**config.mk**
```make
export PLATFORM = sky130hd
export DESIGN_NAME = life_ctrl
export DESIGN_NICKNAME = d
export VERILOG_FILES = /design/src/rtl/life_ctrl.sv
export SDC_FILE = /design/constraint.sdc
export NUM_CORES = 1
export LEC_CHECK = 0
export CAP_MARGIN = 20
export CELL_PAD_IN_SITES_DETAIL_PLACEMENT = 0
export CELL_PAD_IN_SITES_GLOBAL_PLACEMENT = 2
export CORE_AREA = 2 2 61 52
export DETAILED_ROUTE_END_ITERATION = 6
export DIE_AREA = 0 0 63 54
export PLACE_DENSITY = 0.79
export SETUP_SLACK_MARGIN = 0.15
export SYNTH_ARGS = -nofsm -noshare
export SYNTH_HDL_FRONTEND = slang
export SYNTH_SLANG_ARGS = --single-unit
```
**constraint.sdc**
```tcl
create_clock -name i_clk -period 1.9 [get_ports i_clk]
set_input_delay 0.475 -clock i_clk [delete_from_list [all_inputs] [get_ports i_clk]]
set_output_delay 0.475 -clock i_clk [all_outputs]
set_load 0.03 [all_outputs]
```
**src/rtl/life_ctrl.sv**
```systemverilog
// life_ctrl: turns raw collision levels into lives, hit pulses, flash and game-over.
// Latency: one cycle from a lost rise to hit/lives/state; all outputs are registered.
// Backpressure: none; freeze tells upstream to hold the pixel arrays outside PLAY.
//
// Ports:
//   i_clk        system clock, all state on posedge
//   i_reset_n    synchronous active-low reset
//   i_tick       1-cycle game-step strobe
//   i_start      1-cycle start/restart strobe
//   i_lost       collision level from the detector
//   o_lives      remaining lives
//   o_hit        1-cycle pulse per accepted collision
//   o_freeze     1 outside PLAY (upstream holds pixel arrays)
//   o_blank      display blank during the flash phase
//   o_game_over  1 while in OVER
//   o_score      ticks survived (only when LIFE_CTRL_SCORE_EN is defined, else 0)
// Optional feature macro: LIFE_CTRL_SCORE_EN
module life_ctrl #(
    parameter int MAX_LIVES = 3,
    parameter int LIVES_W   = 2,
    parameter int HIT_TICKS = 8,
    parameter int SCORE_W   = 10
) (
    input  logic               i_clk,
    input  logic               i_reset_n,
    input  logic               i_tick,
    input  logic               i_start,
    input  logic               i_lost,
    output logic [LIVES_W-1:0] o_lives,
    output logic               o_hit,
    output logic               o_freeze,
    output logic               o_blank,
    output logic               o_game_over,
    output logic [SCORE_W-1:0] o_score
);

    localparam int CNT_W = (HIT_TICKS > 1) ? $clog2(HIT_TICKS) : 1;

    typedef enum logic [1:0] {
        S_IDLE = 2'd0,
        S_PLAY = 2'd1,
        S_HIT  = 2'd2,
        S_OVER = 2'd3
    } state_t;

    state_t             r_state;
    logic [LIVES_W-1:0] r_lives;
    logic               r_hit;
    logic               r_freeze;
    logic               r_blank;
    logic               r_game_over;
    logic               r_lost_q;
    logic [CNT_W-1:0]   r_hit_cnt;

    state_t             w_state_nxt;
    logic [LIVES_W-1:0] w_lives_nxt;
    logic               w_hit_nxt;
    logic               w_blank_nxt;
    logic [CNT_W-1:0]   w_hit_cnt_nxt;
    logic               w_rise;

`ifdef LIFE_CTRL_SCORE_EN
    logic [SCORE_W-1:0] r_score;
    logic               w_score_inc;
    logic               w_score_clr;
`endif

    // A held lost level only counts once; lost_q tracks it in every state.
    assign w_rise = i_lost & ~r_lost_q;

    always_comb begin
        w_state_nxt   = r_state;
        w_lives_nxt   = r_lives;
        w_hit_nxt     = 1'b0;
        w_blank_nxt   = r_blank;
        w_hit_cnt_nxt = r_hit_cnt;
`ifdef LIFE_CTRL_SCORE_EN
        w_score_inc   = 1'b0;
        w_score_clr   = 1'b0;
`endif
        case (r_state)
            S_IDLE: begin
                if (i_start) begin
                    w_state_nxt   = S_PLAY;
                    w_lives_nxt   = LIVES_W'(MAX_LIVES);
                    w_hit_cnt_nxt = '0;
                    w_blank_nxt   = 1'b0;
`ifdef LIFE_CTRL_SCORE_EN
                    w_score_clr   = 1'b1;
`endif
                end
            end
            S_PLAY: begin
                w_blank_nxt = 1'b0;
                if (w_rise) begin
                    // Hit takes priority over a coincident tick: no score step.
                    w_hit_nxt = 1'b1;
                    if (r_lives > LIVES_W'(1)) begin
                        w_lives_nxt   = r_lives - LIVES_W'(1);
                        w_state_nxt   = S_HIT;
                        w_hit_cnt_nxt = '0;
                    end else begin
                        // Last life (lives==0 cannot occur here; clamp anyway).
                        w_lives_nxt = '0;
                        w_state_nxt = S_OVER;
                    end
                end else if (i_tick) begin
`ifdef LIFE_CTRL_SCORE_EN
                    w_score_inc = 1'b1;
`endif
                end
            end
            S_HIT: begin
                if (i_tick) begin
                    w_blank_nxt   = ~r_blank;
                    w_hit_cnt_nxt = r_hit_cnt + CNT_W'(1);
                    if (r_hit_cnt == CNT_W'(HIT_TICKS - 1)) begin
                        w_state_nxt = S_PLAY;
                        w_blank_nxt = 1'b0;
                    end
                end
            end
            S_OVER: begin
                // Restart wins over any coincident rise, which is simply dropped.
                if (i_start) begin
                    w_state_nxt   = S_PLAY;
                    w_lives_nxt   = LIVES_W'(MAX_LIVES);
                    w_hit_cnt_nxt = '0;
                    w_blank_nxt   = 1'b0;
`ifdef LIFE_CTRL_SCORE_EN
                    w_score_clr   = 1'b1;
`endif
                end else if (i_tick) begin
                    w_blank_nxt = ~r_blank;
                end
            end
            default: w_state_nxt = S_IDLE;
        endcase
    end

    always_ff @(posedge i_clk) begin
        if (!i_reset_n) begin
            r_state     <= S_IDLE;
            r_lives     <= '0;
            r_hit       <= 1'b0;
            r_freeze    <= 1'b1;
            r_blank     <= 1'b0;
            r_game_over <= 1'b0;
            r_lost_q    <= 1'b0;
            r_hit_cnt   <= '0;
        end else begin
            r_state     <= w_state_nxt;
            r_lives     <= w_lives_nxt;
            r_hit       <= w_hit_nxt;
            // freeze/game_over are decoded from the next state so they stay flops.
            r_freeze    <= (w_state_nxt != S_PLAY);
            r_blank     <= w_blank_nxt;
            r_game_over <= (w_state_nxt == S_OVER);
            r_lost_q    <= i_lost;
            r_hit_cnt   <= w_hit_cnt_nxt;
        end
    end

`ifdef LIFE_CTRL_SCORE_EN
    always_ff @(posedge i_clk) begin
        if (!i_reset_n) begin
            r_score <= '0;
        end else if (w_score_clr) begin
            r_score <= '0;
        end else if (w_score_inc && (r_score != {SCORE_W{1'b1}})) begin
            r_score <= r_score + SCORE_W'(1);
        end
    end
    assign o_score = r_score;
`else
    assign o_score = '0;
`endif

    assign o_lives     = r_lives;
    assign o_hit       = r_hit;
    assign o_freeze    = r_freeze;
    assign o_blank     = r_blank;
    assign o_game_over = r_game_over;

endmodule
```
* Word-level counts from Yosys, hierarchy flattened *
Cells that the tools add are included.

storage, ports and cells
  flip-flop bits (word level) = 12
  input bits = 5
  memories kept = 0
  output and inout port bits = 16
  word-level logic and storage cells = 55
  bits in writable memories = 0
  bits in latches = 0
  memory bits (read-only) = 0

operators by class
  mux-type cells = 22
  equality and inequality tests = 12
  div/mod/pow operators = 0
  bitwise operators = 3
  $add $sub $neg = 2
  order comparisons = 1
  reduce and logical (&&, ||, !) cells = 7
  $mul = 0
  shifts and indexed selects = 0

operators with widths
  kind                   count
  $mux W2                7
  $mux W3                4
  $pmux W3 S3            1
  $ne A2 B2 Y1 const B   4
  $mux W1                7
  $eq A2 B2 Y1 const B   3
  $pmux W2 S3            1
  $reduce_and A3 Y1      2
  $ne A2 B1 Y1 const B   2
  $pmux W1 S4            1
  $pmux W2 S2            1
  $reduce_and A4 Y1      1
  $add A3 B1 Y3 const B  1
  $eq A3 B3 Y1 const B   1
  $ne A3 B3 Y1 const B   1
  $eq A2 B1 Y1 const B   1
  $gt A2 B1 Y1 const B   1
  $logic_not A2 Y1       1
  $not A1 Y1             2
  $reduce_and A2 Y1      1
  $reduce_bool A2 Y1     1
  $reduce_or A2 Y1       1
  $sub A2 B1 Y2 const B  1
  $and A1 B1 Y1          1

* Longest topological paths before layout *
Gate-level depths: netlist (run 1).

  depth after elaboration = 5
  depth in mapped cells = 6

* Worst setup path before layout (run 1) *
No wires, ideal clock.

  path kind = reg2reg
  start = register r_state[0]
  end = register r_hit_cnt[0]
  setup time = 0.143 ns
  data arrival time = 1.427 ns
  setup slack = 0.330 ns
  cell stages (with the launch flop) = 6
  path through = dfxtp_1 > inv_1 > ha_1 > nor2_1 > a221oi_1 > o21ai_0

on the way
  longest elaborated chain between the ends = 4
  elaborated cells on any way between the ends = 11

RTL lines
  what                                              RTL line  RTL
  from (decl)                                       46        state_t r_state;
  from (signal assigned)                            152       r_state <= w_state_nxt;
  $eq A2 B2 Y1 or $logic_not A2 Y1 (tied branches)  81        case (r_state)
  $reduce_or A2 Y1 (no line)                        --
  $ne A2 B1 Y1 (no line)                            --
  $reduce_and A4 Y1 (no line)                       --
  to (signal assigned)                              160       r_hit_cnt <= w_hit_cnt_nxt;
  to (decl)                                         53        logic [CNT_W-1:0] r_hit_cnt;

Parallel ways exist; a longest one is shown, timed or not.
A chain may end at the register's enable or synchronous reset.

* Final worst setup path (run 1) *
  start = register r_state[1]
  end = register r_game_over, in the netlist o_game_over

on the way
  longest elaborated chain between the ends = 4
  elaborated cells on any way between the ends = 11

RTL lines
  what                                                   RTL line  RTL
  $eq A2 B2 Y1, or another cell as far along             81
  $reduce_or A2 Y1 (no line) or $mux W2 (tied branches)  --
  $pmux W2 S3 (*)                                        81
  $eq A2 B2 Y1 (*)                                       158       r_game_over <= (w_state_nxt == S_OVER);
  to (signal assigned)                                   158
  to (decl)                                              51        logic r_game_over;

Mark *: on every way between the ends. The rest lies on a longest branch, timed or not.

==> summary.md, run 1 <==
| Metric | Value |
|---|---|
| Status | completed |
| Seq pwr share | 0.358 |
| Number of diodes | 0 |
| Instance count of the mapped netlist | a little under 80 |
| Final setup fails | 0 |
| Max IR drop VDD | 544 µV |
| Setup skew after layout | around 0.0051 ns |
| Post-synthesis to final-layout area growth | 27.7% |
| Top delay family on crit path | compound AO/OA/AOI/OAI gates |
| Reg clk slew, reported paths | approximately 0.080 ns |
| RSZ-0062 raised after global routing | no |
| Initial DRC Count | 17 |
| Number of buffers inserted during clock tree synthesis | 3 |
| Final cycle utilization of the critical path | 0.839 |
| Type of destination of the critical path | flop |
| Max Clock Freq | approximately 630 MHz |
| Critical-path cell list | inv_1 -> ha_1 -> o221a_1 -> a211oi_2 -> nor3b_2 |
| Sequential cell area fraction in the yosys report | 0.347 |
| Clock tree sinks | 12 |
| Unique masters post-synth | 28 |
| Crit Path Max Fanout | 5 |
| Wire length per cell | 10.3 µm |
| Smallest setup slack after layout | 0.305 ns |
| Required time of the critical path | 2.11 ns |
| Number of post-CTS setup repair buffers | 0 |
| Wire length of the first global-routing pass | 2.35 mm |
| Post-Syn Area per Cell | 8.76 µm² |
| Via count of the first global-routing pass | approximately 470 |
| Worst slack at placement | -0.0104 ns |
| Critical path data arrival time | approximately 1.8 ns |
| Pin count of the biggest net entering global routing | 12 |
| Buf+Inv Stages, Crit Path | 1 |
| Clock root buffer | clkbuf_4 |
| Final estimated routing congestion in global placement | ~0.79 |
| Overflow left after global routing | 0 |
| Psw | ~310 µW |
| Post-DP HPWL | 1.08 mm |
| Die H | ~54 µm |
| Boundary Pins | 21 |
| Critical setup path kind | reg2reg |
| PortBufs | 10 |
| Tmin final | between 1.5 and 2 ns |
| Router iterations before antenna repair | 4 |
| Antenna viol nets, final | 0 |
| Cell with the biggest individual delay on the critical path | dfxtp_2 |
| Final Max Slew Viols | 0 |
| Tot GR Track Use | 0.0935 |
| Clock share of power | 0.244 |
| Internal Power | approximately 540 µW |
| WL final | around 1.4 mm |
| CTS tree | done |
| PD cells | 964 nW/µm² |
| Portion of total power attributed to combinational logic | 0.398 |
| Number of antenna violations at the first check in global routing | 0 |
| Die Area | about 3400 µm² |
| Num rows | 18 |
| Warnings, synthesis | 0 |
| Netlist area before placement | 692 µm² |
| Drt via density | slightly above 4 |
| Core footprint | 2860 µm² |
| Synthesis-stage register bit count | 12 |
| Total number of H-tree levels | 1 |
| Number of buffers on the longest clock path | 2 |
| Leakage power | 0.000418 µW |
| Count of endpoints failing hold in the final timing report | 0 |
| Routed via count | between 500 and 600 |
| Die Wd | between 60 and 70 µm |
| Max stage delay on crit path | about 0.37 ns |
| Final nets | about 110 |
| Worst min-delay path category | reg2reg |
| Clk_lat worst skew | between 0.2 and 0.3 ns |
| Switching fraction of total power | 0.370 |
| Number of max-cap violations | 0 |
| Remaining DRCs | 0 |
| Startpoint types | flop |
| Minimum hold slack | 0.464 ns |
| Initial cell density of the core | 0.242 |
| Fraction of final layout cells with drive strength greater than 1 | 0.167 |
sequential cells by signal, summed over array words and instances (netlist names):
signal / count
r_hit_cnt: 3
o_lives: 2
r_state: 2
o_blank: 1
o_freeze: 1
o_game_over: 1
o_hit: 1
r_lost_q: 1
area by class of cell:
cell class / count / area (µm²)
Fill cell: 316 / 1980
Clock buffer: 4 / 36.3
Tap cell: 40 / 50.0
Timing Repair Buffer: 15 / 141
Inverter: 9 / 33.8
Sequential cell: 12 / 241
Multi-Input combinational cell: 56 / 380
stage by stage:
stage	area [µm²]	TNS, ns	power, µW	utilization	instances
after CTS	867	0	853	0.303	136
after global routing	883	0	915	0.309	136
after global placement	835	0	653	0.292	132
after floorplan	726	0	545	-	88
final	883	0	851	0.309	136
after detailed placement	835	-0.0104	654	0.292	132
cell usage in the layout, fill, tap and decap left out, drive strengths merged, types with 3 or more instances in the layout:
cell | netlist | routed
o21ai | 5 | 5
a21oi | 3 | 3
inv | 9 | 9
clkbuf | 1 | 4
buf | 10 | 5
dlygate4sd2 | 0 | 3
nor2 | 4 | 4
clkdlybuf4s50 | 0 | 4
dfxtp | 12 | 12
conb | 1 | 10
ha | 7 | 7
dlymetal6s2s | 0 | 3
nand2 | 6 | 6
cell usage after synthesis:
cell / count / area share
a21oi_1: 3 / 0.022
nor2_1: 4 / 0.022
mux2i_1: 2 / 0.029
o211ai_1: 1 / 0.011
a211oi_1: 1 / 0.011
and3_1: 1 / 0.0090
o31ai_1: 1 / 0.011
o22ai_1: 2 / 0.018
nand3b_1: 2 / 0.022
o21ai_0: 5 / 0.036
o221a_1: 1 / 0.016
a221oi_1: 1 / 0.013
nor3b_2: 1 / 0.018
a211oi_2: 1 / 0.018
nand4_1: 2 / 0.018
inv_1: 8 / 0.043
nand4b_1: 1 / 0.013
nand2_1: 6 / 0.033
nor2b_1: 1 / 0.0090
buf_4: 10 / 0.11
o221ai_1: 1 / 0.013
and2_1: 1 / 0.0090
dfxtp_1: 12 / 0.35
conb_1: 1 / 0.0054
clkbuf_1: 1 / 0.0054
or2_2: 1 / 0.0090
inv_2: 1 / 0.0054
ha_1: 7 / 0.13
final timing paths:
kind | end | startpoint | depth (start not counted) | slack (ns)
min | r_hit_cnt[1]$_SDFFE_PN0P_ | r_hit_cnt[1]$_SDFFE_PN0P_ | 2 | 0.46
min reg2reg | r_hit_cnt[1]$_SDFFE_PN0P_ | r_hit_cnt[1]$_SDFFE_PN0P_ | 2 | 0.46
max reg2reg | o_game_over$_SDFF_PN0_ | r_state[1]$_SDFF_PN0_ | 5 | 0.31
max | o_game_over$_SDFF_PN0_ | r_state[1]$_SDFF_PN0_ | 5 | 0.31
worst reg2reg max path, cell delays in order (launching register included):
cell and delay, ns:
dfxtp_2 0.37, inv_1 0.08, ha_1 0.35, o221a_1 0.30, a211oi_2 0.25, nor3b_2 0.19
kinds of logic (layout without fill, tap and decap cells):
family                   after synthesis  after routing  synth area share
buffers and inverters                 20             28             0.163
other                                  1             10           0.00542
AO/OA/AOI/OAI                         17             17             0.168
adder cells (fa/ha/maj)                7              7             0.127
multiplexers                           2              2            0.0289
flip-flops                            12             12             0.347
AND/OR/NAND/NOR                       20             20             0.161
metal layers:
layer | GRT usage | wire, µm
met5 | 0 | 0
met4 | 0.0556 | 24
met3 | 0.0418 | 104
met2 | 0.124 | 526
met1 | 0.123 | 751
power by group through the flow:
stage | sequential [µW] | clock, µW | combinational [µW]
after floorplan | 360 | 0 | 186
after global placement | 310 | 0 | 342
after detailed placement | 312 | 0 | 342
after CTS | 306 | 212 | 335
after global routing | 312 | 232 | 372
final | 305 | 208 | 339
repair_timing:
item	CTS	global route
resized for setup	3	6
hold buffers	0	0
setup endpoints to repair	3	11
Note: power is estimated with default switching activity, not from simulation.
==> inputs of run 2 (changes only) <==
clock period = 1.5 ns   (was 1.9 ns; I/O delays follow)
==> summary.md, run 2 (same netlist as run 1, synthesis figures left out) <==
| Metric | Value |
|---|---|
| Worst slack at placement | -0.273 ns |
| Final setup fails | 0 |
| Number of antenna violations at the first check in global routing | 0 |
| Remaining DRCs | 0 |
| Placed Area | around 900 µm² |
| Max IR drop VDD | a little over 600 µV |
| Crit Path Max Fanout | 4 |
| Number of buffers on the longest clock path | 2 |
| Smallest setup slack after layout | 0.118 ns |
| Critical-path cell list | inv_4 -> ha_4 -> o221a_1 -> a211oi_2 -> nor3b_2 |
| Reg clk slew, reported paths | around 0.080 ns |
| Switching fraction of total power | 0.363 |
| Number of buffers inserted during clock tree synthesis | 3 |
| Cell with the biggest individual delay on the critical path | dfxtp_4 |
| Core footprint | ~2900 µm² |
| Type of destination of the critical path | flop |
| Die Area | 3400 µm² |
| Post-route cell area | slightly above 1000 µm² |
| Post-synthesis to final-layout area growth | 48.1% |
| Buf+Inv Stages, Crit Path | 1 |
| Status | completed |
| Pwr Total | around 1200 µW |
| Initial DRC Count | 19 |
| Internal Power | between 700 and 800 µW |
| Number of flip-flops under the largest register name | 3 |
| Final Max Slew Viols | 0 |
| Overflow left after global routing | 0 |
| WL final | around 1.4 mm |
| Startpoint types | flop |
| Post-CTS Hold Buffers | 0 |
| PortBufs | 10 |
| Top delay family on crit path | compound AO/OA/AOI/OAI gates |
| Num rows | 18 |
| Fraction of final layout cells with drive strength greater than 1 | 0.404 |
| Boundary Pins | 21 |
| Clock share of power | 0.219 |
| Routed via count | 600 |
| Via count of the first global-routing pass | roughly 520 |
| Psw | around 420 µW |
| Initial cell density of the core | 0.242 |
| CTS tree | done |
| Final nets | 117 |
| Commonest non-fill, non-tap cell in the layout | buf_4 |
| Antenna viol nets, final | 0 |
| Portion of total power attributed to combinational logic | 0.444 |
| Drt via density | 4.17 |
| Die Wd | between 60 and 70 µm |
| Worst min-delay path category | reg2reg |
| Critical setup path kind | reg2reg |
| Clock root buffer | clkbuf_4 |
| Post-DP HPWL | about 1.0 mm |
| Required time of the critical path | 1.70 ns |
| Clock tree sinks | 12 |
| Clk_lat worst skew | 0.27 ns |
| Max stage delay on crit path | roughly 0.40 ns |
| Final estimated routing congestion in global placement | ~0.75 |
| Max Clock Freq | 723 MHz |
| Seq pwr share | 0.337 |
| Number of max-cap violations | 0 |
| Pin count of the biggest net entering global routing | 12 |
| Tot GR Track Use | 0.0869 |
| Leading cell types in the layout, fill and taps excluded | buf_4 (12), conb_1 (10), dfxtp_1 (8) |
| Count of endpoints failing hold in the final timing report | 0 |
| PD cells | approximately 1100 nW/µm² |
| Biggest register | r_hit_cnt |
| Total number of H-tree levels | 1 |
| RSZ-0062 raised after global routing | yes |
| Final cycle utilization of the critical path | 0.922 |
| Die H | 54 µm |
| Sum of negative setup slack | 0 ns |
| Tmin final | around 1.4 ns |
| Wire length per cell | roughly 9.7 µm |
| Critical path data arrival time | roughly 1.6 ns |
| Setup skew after layout | approximately 0.0021 ns |
| Number of diodes | 0 |
| Leakage power | 0.000421 µW |
| Router iterations before antenna repair | 4 |
| Wire length of the first global-routing pass | roughly 2.2 mm |
run 2: cell types whose count changed in the layout (fill, tap and decap cells not counted), moves of 2 or more:
cell	delta
buf_4	+7
clkdlybuf4s50_1	-3
clkbuf_2	+3
ha_4	+4
dfxtp_1	-3
dfxtp_4	+2
o21ai_1	+2
o21ai_0	-2
ha_1	-5
dlymetal6s2s_1	-3
clkdlybuf4s15_2	+2
inv_1	-2
run 2: power groups by stage:
| stage | clock, µW | combinational, µW | sequential (µW) |
|---|---|---|---|
| 3_5_place_dp | 0 | 475 | 407 |
| 2_1_floorplan | 0 | 270 | 462 |
| 5_1_grt | 278 | 564 | 401 |
| 4_1_cts | 263 | 488 | 394 |
| 3_3_place_gp | 0 | 476 | 406 |
| 6_report | 256 | 519 | 393 |
run 2: cell type report:
cell class,count,area [µm²]
flip-flops and latches,12,250
fillers,297,1840
multi-input cells,56,458
inverters,9,36.3
repair buffers,23,194
well taps,40,50.0
clock buffers,4,36.3
run 2: metrics by stage:
stage / cells / hold slack [ns] / utilization
floorplan: 88 / 0.440 / -
global placement: 135 / 0.453 / 0.315
detailed placement: 135 / 0.465 / 0.315
CTS: 142 / 0.478 / 0.339
global route: 144 / 0.489 / 0.358
finish: 144 / 0.478 / 0.358
run 2: routing by layer:
layer  global-route usage  vias to the layer above  part of all wire
li1                     -                      301                 -
met1                0.108                      275              0.48
met2                0.137                       22              0.44
met3               0.0356                        2             0.063
met4               0.0333                        0             0.014
met5                    0                        -                 0
run 2: final timing paths:
kind | start | end | slack, ns | cells after the start
max reg2reg | r_state[1]$_SDFF_PN0_ | o_game_over$_SDFF_PN0_ | 0.12 | 5
min reg2reg | o_blank$_SDFFE_PN0P_ | o_blank$_SDFFE_PN0P_ | 0.48 | 2
min | o_blank$_SDFFE_PN0P_ | o_blank$_SDFFE_PN0P_ | 0.48 | 2
max | r_state[1]$_SDFF_PN0_ | o_game_over$_SDFF_PN0_ | 0.12 | 5
run 2: repair_timing:
action | in CTS | in global routing
hold endpoints to repair | 0 | 0
gates resized for setup | 22 | 13
buffers inserted | 3 | 2
setup endpoints to repair | 14 | 12
pin swaps | 5 | 7
cloned | 0 | 0
run 2: worst register-to-register path, stage by stage, from the launching register on:
cell	delay (ns)
dfxtp_4	0.40
inv_4	0.05
ha_4	0.25
o221a_1	0.26
a211oi_2	0.18
nor3b_2	0.18
==> inputs of run 3 (changes only) <==
ABC_AREA = 0   (was not set)
CORE_AREA = 2 2 55 57   (was 2 2 61 52)
DIE_AREA = 0 0 57 59   (was 0 0 63 54)
PLACE_DENSITY = 0.8   (was 0.79)
==> summary.md, run 3 (same netlist as run 1, synthesis figures left out) <==
| Metric | Value |
|---|---|
| Total number of H-tree levels | 1 |
| Via count of the first global-routing pass | 608 |
| Internal reg-to-reg setup slack | roughly 0.089 ns |
| Leading cell types in the layout, fill and taps excluded | buf_4 (13), conb_1 (10), dfxtp_1 (8) |
| Routed wire length on met2 | approximately 780 µm |
| Clk_lat worst skew | 0.27 ns |
| Final nets | between 100 and 150 |
| Placed Area | about 890 µm² |
| Post-CTS Hold Buffers | 0 |
| Sum of negative setup slack | 0 ns |
| Max Clock Freq | just over 700 MHz |
| Critical path data arrival time | approximately 1.6 ns |
| Remaining DRCs | 0 |
| Die H | 59 µm |
| Num rows | 19 |
| Critical setup path kind | reg2reg |
| Reg clk slew, reported paths | ~0.080 ns |
| Type of destination of the critical path | flop |
| Met3 WL | approximately 90 µm |
| Post-DP HPWL | approximately 1.1 mm |
| Number of max-cap violations | 0 |
| Status | completed |
| Final cycle utilization of the critical path | 0.941 |
| RSZ-0062 raised after global routing | yes |
| Filler Cell Count | approximately 280 |
| Tmin final | between 1 and 1.5 ns |
| Drt via density | between 4 and 5 |
| Setup skew after layout | about 0.0032 ns |
| Router iterations before antenna repair | 4 |
| Number of flip-flops under the largest register name | 3 |
| PD cells | approximately 1100 nW/µm² |
| Cell with the biggest individual delay on the critical path | dfxtp_4 |
| Number of diodes | 0 |
| Clock tree sinks | 12 |
| Max IR drop VDD | roughly 700 µV |
| Startpoint types | flop |
| Post-route cell area | just over 1000 µm² |
| Commonest non-fill, non-tap cell in the layout | buf_4 |
| Initial DRC Count | 13 |
| Number of buffers on the longest clock path | 2 |
| WL final | 1.54 mm |
| CTS tree | done |
| Die Wd | approximately 57 µm |
| Required time of the critical path | between 1.5 and 2 ns |
| Die Area | roughly 3400 µm² |
| Final setup fails | 0 |
| Pin count of the biggest net entering global routing | 12 |
| Overflow left after global routing | 0 |
| Tot GR Track Use | 0.103 |
| Number of buffers inserted during clock tree synthesis | 3 |
| PortBufs | 10 |
| Final estimated routing congestion in global placement | 0.753 |
| Critical-path cell list | inv_4 -> ha_4 -> o221a_1 -> a211oi_2 -> nor3b_2 |
| Count of endpoints failing hold in the final timing report | 0 |
| Wire length of the first global-routing pass | between 2 and 3 mm |
| Biggest register | r_hit_cnt |
| Final Max Slew Viols | 0 |
| Core footprint | 2710 µm² |
| Met1 layer wirelength in the final routing | 651 µm |
| Clock root buffer | clkbuf_4 |
| Routed via count | 600 |
| Total area of multi-input combinational cells | ~460 µm² |
| Post-synthesis to final-layout area growth | 46.8% |
| Leakage power | approximately 0.00043 µW |
| Top routing layer in use | met4 |
| Crit Path Max Fanout | 4 |
| Sequential Area | 253 µm² |
| Worst min-delay path category | reg2reg |
| Max stage delay on crit path | about 0.38 ns |
| Initial cell density of the core | 0.255 |
| Number of antenna violations at the first check in global routing | 0 |
| Wire length per cell | roughly 11 µm |
| Antenna viol nets, final | 0 |
| Boundary Pins | 21 |
| Fraction of final layout cells with drive strength greater than 1 | 0.419 |
[run 3: per-layer routing]
layer,global-route usage,up-vias
li1,-,305
met1,0.115,275
met2,0.181,18
met3,0.0393,2
met4,0.0332,0
met5,0,-
[run 3: where the power goes]
group          switching (µW)  internal [µW]
Combinational             288            230
Clock                     108            147
Sequential               29.2            362
[run 3: cell type report]
| type | instances | area share |
|---|---|---|
| timing repair buffer | 24 | 0.193 |
| inverter | 9 | 0.0357 |
| sequential | 12 | 0.249 |
| tap | 31 | 0.0382 |
| clock buffer | 4 | 0.0357 |
| multi-input combinational | 56 | 0.448 |
[run 3: worst paths after layout]
kind | from | to | depth (start not counted)
max reg2reg | r_state[1]$_SDFF_PN0_ | o_game_over$_SDFF_PN0_ | 5
min reg2reg | r_hit_cnt[1]$_SDFFE_PN0P_ | r_hit_cnt[1]$_SDFFE_PN0P_ | 2
min | r_hit_cnt[1]$_SDFFE_PN0P_ | r_hit_cnt[1]$_SDFFE_PN0P_ | 2
max | r_state[1]$_SDFF_PN0_ | o_game_over$_SDFF_PN0_ | 5
[run 3: what timing repair did]
item / 4_1_cts / 5_1_grt
cloned: 0 / 0
endpoints found under the setup margin: 15 / 12
hold endpoints to repair: 0 / 0
gates resized for setup: 29 / 9
setup buffers: 6 / 0
pin swaps: 6 / 4
[run 3: metrics by stage]
stage	cells	setup WS, ns	utilization	total power, µW	hold WS, ns
finish	136	0.0888	0.375	1160	0.469
global route	136	0.0202	0.375	1250	0.481
CTS	136	0.0449	0.378	1180	0.477
detailed placement	126	-0.327	0.328	888	0.457
global placement	126	-0.248	0.328	884	0.450
floorplan	88	0.170	-	732	0.440
[run 3: critical path: cells and delay by family, from the launching register on]
family,cells,cell delay (ns)
compound gates,2,0.45
flops,1,0.38
fa+ha+maj,1,0.25
simple gates,1,0.20
buf+inv,1,0.05
